===== src/rtl/elevator_ctrl_n.sv =====
// Single-car N-floor elevator controller: latched calls, SCAN scheduling, SOS freeze, weight interlock.
// Build option: define DOOR_HOLD_EN to add the active-low button_hold_pushed door-hold input.
module elevator_ctrl_n #(
    parameter int N_FLOORS      = 3,
    parameter int TRAVEL_CYCLES = 50000000,
    parameter int DOOR_CYCLES   = 100000000,
    parameter int MAX_PEOPLE    = 6,
    parameter int CNT_W         = 27
) (
    input  logic                clk_50,
    input  logic                button_reset_pushed,
    input  logic [N_FLOORS-1:0] button_pushed,
    input  logic                sos_flip,
    input  logic                weight_flip,
    input  logic                weight_flip_reset,
`ifdef DOOR_HOLD_EN
    input  logic                button_hold_pushed,
`endif
    output logic [N_FLOORS-1:0] led,
    output logic [N_FLOORS-1:0] floor,
    output logic                door,
    output logic                moving,
    output logic                dir_up,
    output logic                sos_mode,
    output logic                weight_limit_exceeded
);
    localparam int unsigned     NF          = N_FLOORS;
    localparam int              IW          = (N_FLOORS > 1) ? $clog2(N_FLOORS) : 1;
    localparam int              OW          = $clog2(MAX_PEOPLE + 2);
    localparam logic [CNT_W-1:0] TRAVEL_LAST = CNT_W'(TRAVEL_CYCLES - 1);
    localparam logic [CNT_W-1:0] DOOR_LAST   = CNT_W'(DOOR_CYCLES - 1);
    localparam logic [IW-1:0]   TOP_FLOOR   = IW'(N_FLOORS - 1);
    localparam logic [OW-1:0]   OCC_SAT     = OW'(MAX_PEOPLE + 1);
    localparam logic [OW-1:0]   OCC_LIM     = OW'(MAX_PEOPLE);

    typedef enum logic [1:0] {IDLE, MOVE, DOOR_OPEN, SOS} state_t;

    state_t               state, state_n;
    logic [IW-1:0]        cur, cur_n, nxt;
    logic                 dir_n;
    logic [CNT_W-1:0]     timer, timer_n;
    logic [N_FLOORS-1:0]  req_set, req_clr, led_n;
    logic [N_FLOORS-1:0]  btn_s1, btn_s2, pressed;
    logic                 sos_s1, sos_s2;
    logic                 wf_s1, wf_s2, wf_s3;
    logic                 wr_s1, wr_s2, wr_s3;
    logic [OW-1:0]        occ;
    logic                 hold_req;

    function automatic logic any_above(input logic [N_FLOORS-1:0] m, input logic [IW-1:0] idx);
        logic r;
        r = 1'b0;
        for (int unsigned i = 0; i < NF; i++)
            if (i > 32'(idx) && m[i]) r = 1'b1;
        return r;
    endfunction

    function automatic logic any_below(input logic [N_FLOORS-1:0] m, input logic [IW-1:0] idx);
        logic r;
        r = 1'b0;
        for (int unsigned i = 0; i < NF; i++)
            if (i < 32'(idx) && m[i]) r = 1'b1;
        return r;
    endfunction

    // Synchronisers park at the inactive level so reset never looks like a press.
    always_ff @(posedge clk_50) begin
        if (!button_reset_pushed) begin
            btn_s1 <= '1;
            btn_s2 <= '1;
            sos_s1 <= 1'b0;
            sos_s2 <= 1'b0;
            wf_s1  <= 1'b0;
            wf_s2  <= 1'b0;
            wf_s3  <= 1'b0;
            wr_s1  <= 1'b0;
            wr_s2  <= 1'b0;
            wr_s3  <= 1'b0;
        end else begin
            btn_s1 <= button_pushed;
            btn_s2 <= btn_s1;
            sos_s1 <= sos_flip;
            sos_s2 <= sos_s1;
            wf_s1  <= weight_flip;
            wf_s2  <= wf_s1;
            wf_s3  <= wf_s2;
            wr_s1  <= weight_flip_reset;
            wr_s2  <= wr_s1;
            wr_s3  <= wr_s2;
        end
    end

    assign pressed = ~btn_s2;

`ifdef DOOR_HOLD_EN
    logic hold_s1, hold_s2;
    always_ff @(posedge clk_50) begin
        if (!button_reset_pushed) begin
            hold_s1 <= 1'b1;
            hold_s2 <= 1'b1;
        end else begin
            hold_s1 <= button_hold_pushed;
            hold_s2 <= hold_s1;
        end
    end
    assign hold_req = ~hold_s2;
`else
    assign hold_req = 1'b0;
`endif

    always_ff @(posedge clk_50) begin
        if (!button_reset_pushed) begin
            occ                   <= '0;
            weight_limit_exceeded <= 1'b0;
        end else begin
            if (wr_s2 && !wr_s3)
                occ <= '0;
            else if (wf_s2 && !wf_s3 && occ != OCC_SAT)
                occ <= occ + OW'(1);
            weight_limit_exceeded <= (occ > OCC_LIM);
        end
    end

    always_ff @(posedge clk_50) begin
        if (!button_reset_pushed) begin
            state  <= IDLE;
            cur    <= '0;
            dir_up <= 1'b1;
            timer  <= '0;
            led    <= '0;
        end else begin
            state  <= state_n;
            cur    <= cur_n;
            dir_up <= dir_n;
            timer  <= timer_n;
            led    <= led_n;
        end
    end

    always_comb begin
        state_n = state;
        cur_n   = cur;
        nxt     = cur;
        dir_n   = dir_up;
        timer_n = timer;
        req_set = pressed;
        req_clr = '0;
        if (sos_s2) begin
            state_n = SOS;
            timer_n = '0;
            req_set = '0;
            req_clr = '1;
        end else begin
            case (state)
                IDLE: begin
                    timer_n = '0;
                    if (led[cur]) begin
                        state_n      = DOOR_OPEN;
                        req_clr[cur] = 1'b1;
                    end else if (|led && !weight_limit_exceeded) begin
                        dir_n   = dir_up ? any_above(led, cur) : !any_below(led, cur);
                        state_n = MOVE;
                    end
                end
                MOVE: begin
                    if (timer == TRAVEL_LAST) begin
                        timer_n = '0;
                        if (dir_up && cur != TOP_FLOOR)
                            nxt = cur + IW'(1);
                        else if (!dir_up && cur != '0)
                            nxt = cur - IW'(1);
                        cur_n = nxt;
                        if (led[nxt]) begin
                            state_n      = DOOR_OPEN;
                            req_clr[nxt] = 1'b1;
                        end else if (!(dir_up ? any_above(led, nxt) : any_below(led, nxt))) begin
                            state_n = IDLE;
                        end
                    end else begin
                        timer_n = timer + CNT_W'(1);
                    end
                end
                DOOR_OPEN: begin
                    // A call at the open floor only extends the dwell; it is never latched.
                    req_set[cur] = 1'b0;
                    if (pressed[cur] || weight_limit_exceeded || hold_req) begin
                        timer_n = '0;
                    end else if (timer == DOOR_LAST) begin
                        timer_n = '0;
                        state_n = IDLE;
                    end else begin
                        timer_n = timer + CNT_W'(1);
                    end
                end
                SOS: begin
                    timer_n = '0;
                    req_set = '0;
                    req_clr = '1;
                    state_n = IDLE;
                end
                default: state_n = IDLE;
            endcase
        end
        led_n = (led | req_set) & ~req_clr;
    end

    always_comb begin
        floor      = '0;
        floor[cur] = 1'b1;
    end

    assign door     = (state == DOOR_OPEN);
    assign moving   = (state == MOVE);
    assign sos_mode = (state == SOS);

endmodule


===== config.mk =====
export PLATFORM = sky130hd
export DESIGN_NAME = elevator_ctrl_n
export DESIGN_NICKNAME = d
export VERILOG_FILES = /design/src/rtl/elevator_ctrl_n.sv
export SDC_FILE = /design/constraint.sdc
export NUM_CORES = 1
export LEC_CHECK = 0
export CAP_MARGIN = 20
export CORE_ASPECT_RATIO = 0.7
export CORE_MARGIN = 2
export CORE_UTILIZATION = 62
export DETAILED_ROUTE_END_ITERATION = 10
export PLACE_DENSITY = 0.83
export SYNTH_ARGS = -nofsm -noshare
export SYNTH_HDL_FRONTEND = slang
export SYNTH_SLANG_ARGS = --single-unit

===== constraint.sdc =====
create_clock -name clk_50 -period 6.18 [get_ports clk_50]
set_input_delay 1.236 -clock clk_50 [delete_from_list [all_inputs] [get_ports clk_50]]
set_output_delay 1.236 -clock clk_50 [all_outputs]
set_load 0.005 [all_outputs]

## Yosys cells after proc, flatten, opt, wreduce, memory -nomap -nowiden

Index checks and enable logic that the tools add are counted.

| storage, ports and cells | value |
|---|---|
| input port bits | 8 |
| logic and storage cells | 149 |
| output and inout port bits | 11 |
| flip-flop bits (word level) | 53 |

| operators by class | value |
|---|---|
| add/subtract/negate cells | 4 |
| muxes and demuxes | 59 |
| magnitude comparators | 15 |
| reduce and logical (&&, ||, !) cells | 33 |
| bitwise operators | 9 |
| equal/unequal tests | 12 |

Operators by type and width:

| cell | count |
|---|---|
| 2-to-1 mux 27 bit | 3 |
| one-hot mux 27 bit (3 select lines) | 1 |
| 2-to-1 mux 1 bit | 29 |
| adder 27 x 1 -> 27 bit (second input constant) | 1 |
| equality test 27 x 26 -> 1 bit (second input constant) | 1 |
| equality test 27 bit (second input constant) | 1 |
| 2-to-1 mux 2 bit | 13 |
| logical AND 1 bit | 18 |
| 2-to-1 mux 3 bit | 5 |
| inverter 3 bit | 3 |
| one-hot mux 3 bit (3 select lines) | 1 |
| less-than comparator 1 x 2 -> 1 bit (first input constant) | 4 |
| != test 4 bit (second input constant) | 2 |
| one-hot mux 2 bit (4 select lines) | 1 |
| bitwise AND 3 bit | 2 |
| binary-select mux 1 bit (select 2 bit) | 3 |
| less-than comparator 2 x 3 -> 1 bit (second input constant) | 2 |
| != test 3 x 1 -> 1 bit (second input constant) | 2 |
| != test 3 bit (second input constant) | 2 |
| one-hot mux 3 bit (2 select lines) | 1 |
| OR reduction 2 bit | 3 |
| zero test 1 bit | 5 |
| AND reduction 5 bit | 1 |
| demux 1 bit (select 2 bit) | 2 |
| 19 further kinds | 26 |

## Logic depth before layout (Yosys ltp)

| logic depth | value |
|---|---|
| depth after elaboration | 22 |
| mapped depth | 8 |
| depth with buffers taken out | 7 |

## Worst setup path before layout

Ideal clock, no wire load.

| timing path | value |
|---|---|
| kind | reg2reg |
| start | reg cur[0] |
| end | reg state[0] |
| data arrival time | 2.616 ns |
| slack | 3.442 ns |
| cell stages (with the launch flop) | 9 |
| data required time | 6.058 ns |
| cells stage by stage | dfxtp_1 > clkbuf_1 > inv_1 > ha_1 > or3b_2 > o211a_1 > a2111oi_0 > a31oi_1 > o311a_1 |

| on the way | value |
|---|---|
| word-level cells in the longest chain between the ends | 19 |
| elaborated cells on any way between the ends | 51 |
| those cells by class | 2 x add/sub; 5 x order compare; 4 x eq/ne; 30 x mux; 10 x reduce/logical |

Ends and longest elaborated chain:

| element | RTL line | RTL |
|---|---|---|
| start: declaration | 39 | `logic [IW-1:0] cur, cur_n, nxt;` |
| start signal: assignment | 133 | `cur <= cur_n;` |
| parallel branches: the longest is 19 deep, another holds subtractor 2 x 1 -> 2 bit | - |  |
| end signal: assignment | 132 | `state <= state_n;` |
| end: declaration | 38 | `state_t state, state_n;` |

Several ways; the timed one is not identified. The select of a mux whose other input is x is not followed.
A chain may end at the register's enable or synchronous reset.

## Worst setup path after layout

| timing path | value |
|---|---|
| start | reg cur[0] |
| end | out floor[2] |

| on the way | value |
|---|---|
| word-level cells in the longest chain between the ends | 4 |
| elaborated cells on any way between the ends | 5 |
| those cells by class | 2 x order compare; 2 x mux; 1 x reduce/logical |

Ends and longest elaborated chain:

| element | RTL line | RTL |
|---|---|---|
| less-than comparator 2 x 3 -> 1 bit (not written as such) / greater-or-equal comparator 2 x 1 -> 1 bit (equally long branches) | 209 | `floor[cur] = 1'b1;` |
| logical AND 1 bit (not written as such) | 209 |  |
| 2-to-1 mux 1 bit (not written as such) | 209 |  |
| demux 1 bit (select 2 bit) * | 209 |  |
| end: declaration | 20 | `output logic [N_FLOORS-1:0] floor,` |

Every way passes the cells marked *; elsewhere a longest branch is shown, timed or not.

==> impl_summary.md <==
Outcome
The run finished with clean final reports.

Clocking
Clock-pin slew was measured on the worst setup and hold paths at 0.11 ns. The tree is rooted in a sky130_fd_sc_hd__clkbuf_8. The count of H-tree levels built during CTS is 2. The clock latency of the later-clocked register in the worst-skew pair is 0.31 ns.

The number of buffers created by CTS is 5. In this run the post-CTS setup repair buffer count came out at 0. The clock passes through at most 2 buffers. The number of hold-repair buffers added at the cts stage is 0.

The clock tree from TritonCTS is done. After clock tree synthesis, the repair step resized 0 gates. For this design, the sink count on the clock tree is 53.

Die
Measured along the y axis, the die boundary spans 59.2 microns. The starting density of the core is 63.4%. The total core area is 4250 sq um. The number of placed I/O pins is 19. The die extent in x is 82.8 microns. The die covers 4900 sq um. The number of standard-cell rows in the floorplan is 20.

STA
The worst pin sits at a relative slew slack of 55.7%. Timing would allow up to 302 MHz. The max-slew violation count is 0. The hold violation count in the final report is 0. After layout, the minimum clock period comes to 3.31 ns. For the final routed database, the setup TNS stands at 0 ns. The measured slew at the worst slew-check pin is 0.663 ns.

Setup violations remaining at the end of the flow were counted as 0. The final cycle utilization of the critical path is 53.5%. Setup repair after global routing left no endpoint under its margin. The setup clock skew after layout is 0.00966 ns.

Critical path
In this run the worst setup path begins at cur[0]. The reg-to-reg endpoint is state[0]. The worst setup slack for register-to-register paths is 3.05 ns. The required time of the worst setup path is 4.94 ns.

The critical path capture point type is an output port. The reg-to-reg startpoint is cur[0]. Along the worst path, the maximum fanout reaches 12.

The number of cells on the worst reg-to-reg path is 7. STA puts the critical path data arrival time at 2.07 ns. STA classifies the critical path startpoint as a flip-flop. The critical path is of the reg2out type.

Power and ir drop
The worst IR drop on VDD is 0.172 mV. The static leakage is 1.02 nW. The areal power density over the cells is 285 nW/um^2.

Route
Dividing the detail-routed wire length by the instance count gives 15.8 microns. The number of remaining DRC errors is 0. Before antenna repair, the detailed router went through 5 iterations. The residual antenna-violating net count after detailed routing is 0. The final layout contains routed wiring with a total length of 5.96 mm. Across all layers, the routed design uses 2349 vias. The count of routing violations after the opening detailed-route iteration is 253. The mean number of vias per cell is 6.23.

Global route
Entering global routing, the biggest net connects 31 pins. The number of antenna violations at the first check in global routing is 0. For this run the aggregate overflow at the end of global routing stands at 0. The first global-routing pass estimated 9.97 mm of wire. The overall fraction of global-route tracks in use is 25.4%. The number of global-route vias before repair is 2026.

Place
The count of buffers inserted at the top-level ports is 18. The number of placed instances, taps included, is 367. The congestion estimate from routability-driven global placement came to 0.932.

The detailed placer's ending HPWL is 4.13 mm.

Min path
The worst hold path belongs to the class reg2reg. The worst min-delay path startpoint is btn_s1[2]. Counting instances, the worst hold path has a depth of 1. The capture endpoint of the worst hold path is btn_s2[2].

Logic synthesis
The number of nets in the synthesized netlist is 327. The synthesized netlist occupies a cell area of 2700 sq um. Among all flip-flop cells after synthesis, the most frequent one is sky130_fd_sc_hd__dfxtp_1. The total of flip-flops plus latches after synthesis is 53. The top-area cell type share of the netlist area is 39.4%. The post-synthesis area per instance is 8.70 sq um. The number of enable flip-flop cells after synthesis is 0. The synthesized netlist cell count is 310. In the post-synthesis netlist, the biggest area contributors are sky130_fd_sc_hd__dfxtp_1, sky130_fd_sc_hd__nor3_1, sky130_fd_sc_hd__xnor2_1, sky130_fd_sc_hd__ha_1, sky130_fd_sc_hd__xor2_1. The number of distinct library cells after synthesis is 50. The Yosys warning count is 0. Sequential cells were found to cover 39.4% of the synthesized design area.

In the synthesized netlist the async set-or-reset flop fraction comes to 0%. Of all cell types, the one taking the most synthesized area is sky130_fd_sc_hd__dfxtp_1.

Cells and area
0 antenna diodes ended up in the layout. For this run, the post-layout net count is 338. The filler cell count in the final layout is 355. The fraction of layout cells with a size suffix above 1 is 4.97%. The final cell count without fillers is 377. The area growth from synthesis to layout is 12.5%.

Flow run
The tool flagged a number of max-cap violations equal to 0.
worst max path at each step:
stage	slack, ns	cells past startpoint	endpoint
final	2.87	3	floor[2]
after global routing	2.69	6	led[1]
after CTS	2.79	5	led[1]
after detailed placement	2.45	5	led[1]
after global placement	2.63	5	led[1]
after floorplan	3.44	8	state[0]
through the flow:
stage	hold slack (ns)	setup WS (ns)	instance area, sq um	utilization [%]	total power, mW
global route	0.432	2.69	3030	71.3	0.904
detailed placement	0.392	2.45	2890	67.8	0.601
floorplan	0.386	3.44	2700	-	0.537
CTS	0.419	2.79	3000	70.6	0.844
global placement	0.392	2.63	2890	67.8	0.596
finish	0.418	2.87	3030	71.3	0.864
flip-flops by register name, summed over array words and instances (netlist names):
name                   cells
timer                     27
btn_s1                     3
btn_s2                     3
led                        3
occ                        3
cur                        2
state                      2
dir_up                     1
sos_s1                     1
sos_s2                     1
weight_limit_exceeded      1
wf_s1                      1
wf_s2                      1
wf_s3                      1
wr_s1                      1
wr_s2                      1
wr_s3                      1
power breakdown:
part	switching (mW)	internal (mW)	leakage, nW
clock network	0.123	0.124	0.0603
registers	0.0272	0.359	0.431
logic	0.139	0.0913	0.533
metal layers:
| layer | routed length [microns] | GRT usage [%] | up-vias |
|---|---|---|---|
| li1 | - | - | 1144 |
| met1 | 2810 | 37.8 | 1095 |
| met2 | 2600 | 37.6 | 106 |
| met3 | 512 | 5.57 | 4 |
| met4 | 32 | 6.32 | 0 |
| met5 | 0 | 0 | - |
cell usage after synthesis (4+ instances only):
cell type / instances
sky130_fd_sc_hd__a21oi_1: 9
sky130_fd_sc_hd__and2_1: 10
sky130_fd_sc_hd__and3_1: 4
sky130_fd_sc_hd__clkbuf_1: 13
sky130_fd_sc_hd__dfxtp_1: 53
sky130_fd_sc_hd__ha_1: 9
sky130_fd_sc_hd__inv_1: 13
sky130_fd_sc_hd__mux2i_1: 4
sky130_fd_sc_hd__nand2_1: 13
sky130_fd_sc_hd__nand2b_1: 9
sky130_fd_sc_hd__nand3_1: 14
sky130_fd_sc_hd__nand4_1: 9
sky130_fd_sc_hd__nor2_1: 16
sky130_fd_sc_hd__nor3_1: 33
sky130_fd_sc_hd__nor4_1: 9
sky130_fd_sc_hd__o21ai_0: 7
sky130_fd_sc_hd__or4_1: 5
sky130_fd_sc_hd__xnor2_1: 16
sky130_fd_sc_hd__xor2_1: 12
area by class of cell:
type | count | area (sq um) | share of cell area [%]
Tap cell | 55 | 68.8 | 2.27
Clock buffer | 5 | 68.8 | 2.27
Multi-Input combinational cell | 227 | 1520 | 50.2
Sequential cell | 53 | 1060 | 35.0
Clock inverter | 3 | 50.0 | 1.65
Timing Repair Buffer | 20 | 210 | 6.93
Inverter | 14 | 52.6 | 1.73
cells by family (layout without fill, tap and decap cells):
| group | after synthesis | count (layout) | synth area share, % |
|---|---|---|---|
| AND/OR/NAND/NOR | 139 | 139 | 28.9 |
| flip-flops | 53 | 53 | 39.4 |
| AO/OA/AOI/OAI | 45 | 45 | 11.9 |
| buffers and inverters | 30 | 42 | 4.32 |
| XOR/XNOR | 28 | 28 | 9.09 |
| adder cells (fa/ha/maj) | 9 | 9 | 4.18 |
| multiplexers | 6 | 6 | 2.32 |
critical path: stages (launching register included):
cell and delay (ns):
sky130_fd_sc_hd__dfxtp_1 0.63, sky130_fd_sc_hd__inv_1 0.24, sky130_fd_sc_hd__ha_1 0.39, sky130_fd_sc_hd__clkdlybuf4s50_1 0.49
layout by cell type, fill, tap and decap left out, types with 3 or more instances in the layout:
master                            instances
sky130_fd_sc_hd__dfxtp_1                 53
sky130_fd_sc_hd__xnor2_1                 16
sky130_fd_sc_hd__o211ai_1                 3
sky130_fd_sc_hd__nand2b_1                 9
sky130_fd_sc_hd__and3_1                   4
sky130_fd_sc_hd__or3_1                    3
sky130_fd_sc_hd__nor4_1                   9
sky130_fd_sc_hd__or4_1                    5
sky130_fd_sc_hd__inv_1                   13
sky130_fd_sc_hd__nand4_1                  9
sky130_fd_sc_hd__a211oi_1                 3
sky130_fd_sc_hd__clkdlybuf4s50_1         18
sky130_fd_sc_hd__o21ai_0                  7
sky130_fd_sc_hd__ha_1                     9
sky130_fd_sc_hd__nand3_1                 14
sky130_fd_sc_hd__o31ai_1                  3
sky130_fd_sc_hd__nor3_1                  33
sky130_fd_sc_hd__mux2i_1                  4
sky130_fd_sc_hd__nor2_1                  16
sky130_fd_sc_hd__and2_1                  10
sky130_fd_sc_hd__clkbuf_8                 5
sky130_fd_sc_hd__nand2_1                 13
sky130_fd_sc_hd__a21oi_1                  8
sky130_fd_sc_hd__xor2_1                  12
sky130_fd_sc_hd__and4_1                   3
Power figures use the tool's default switching activity.
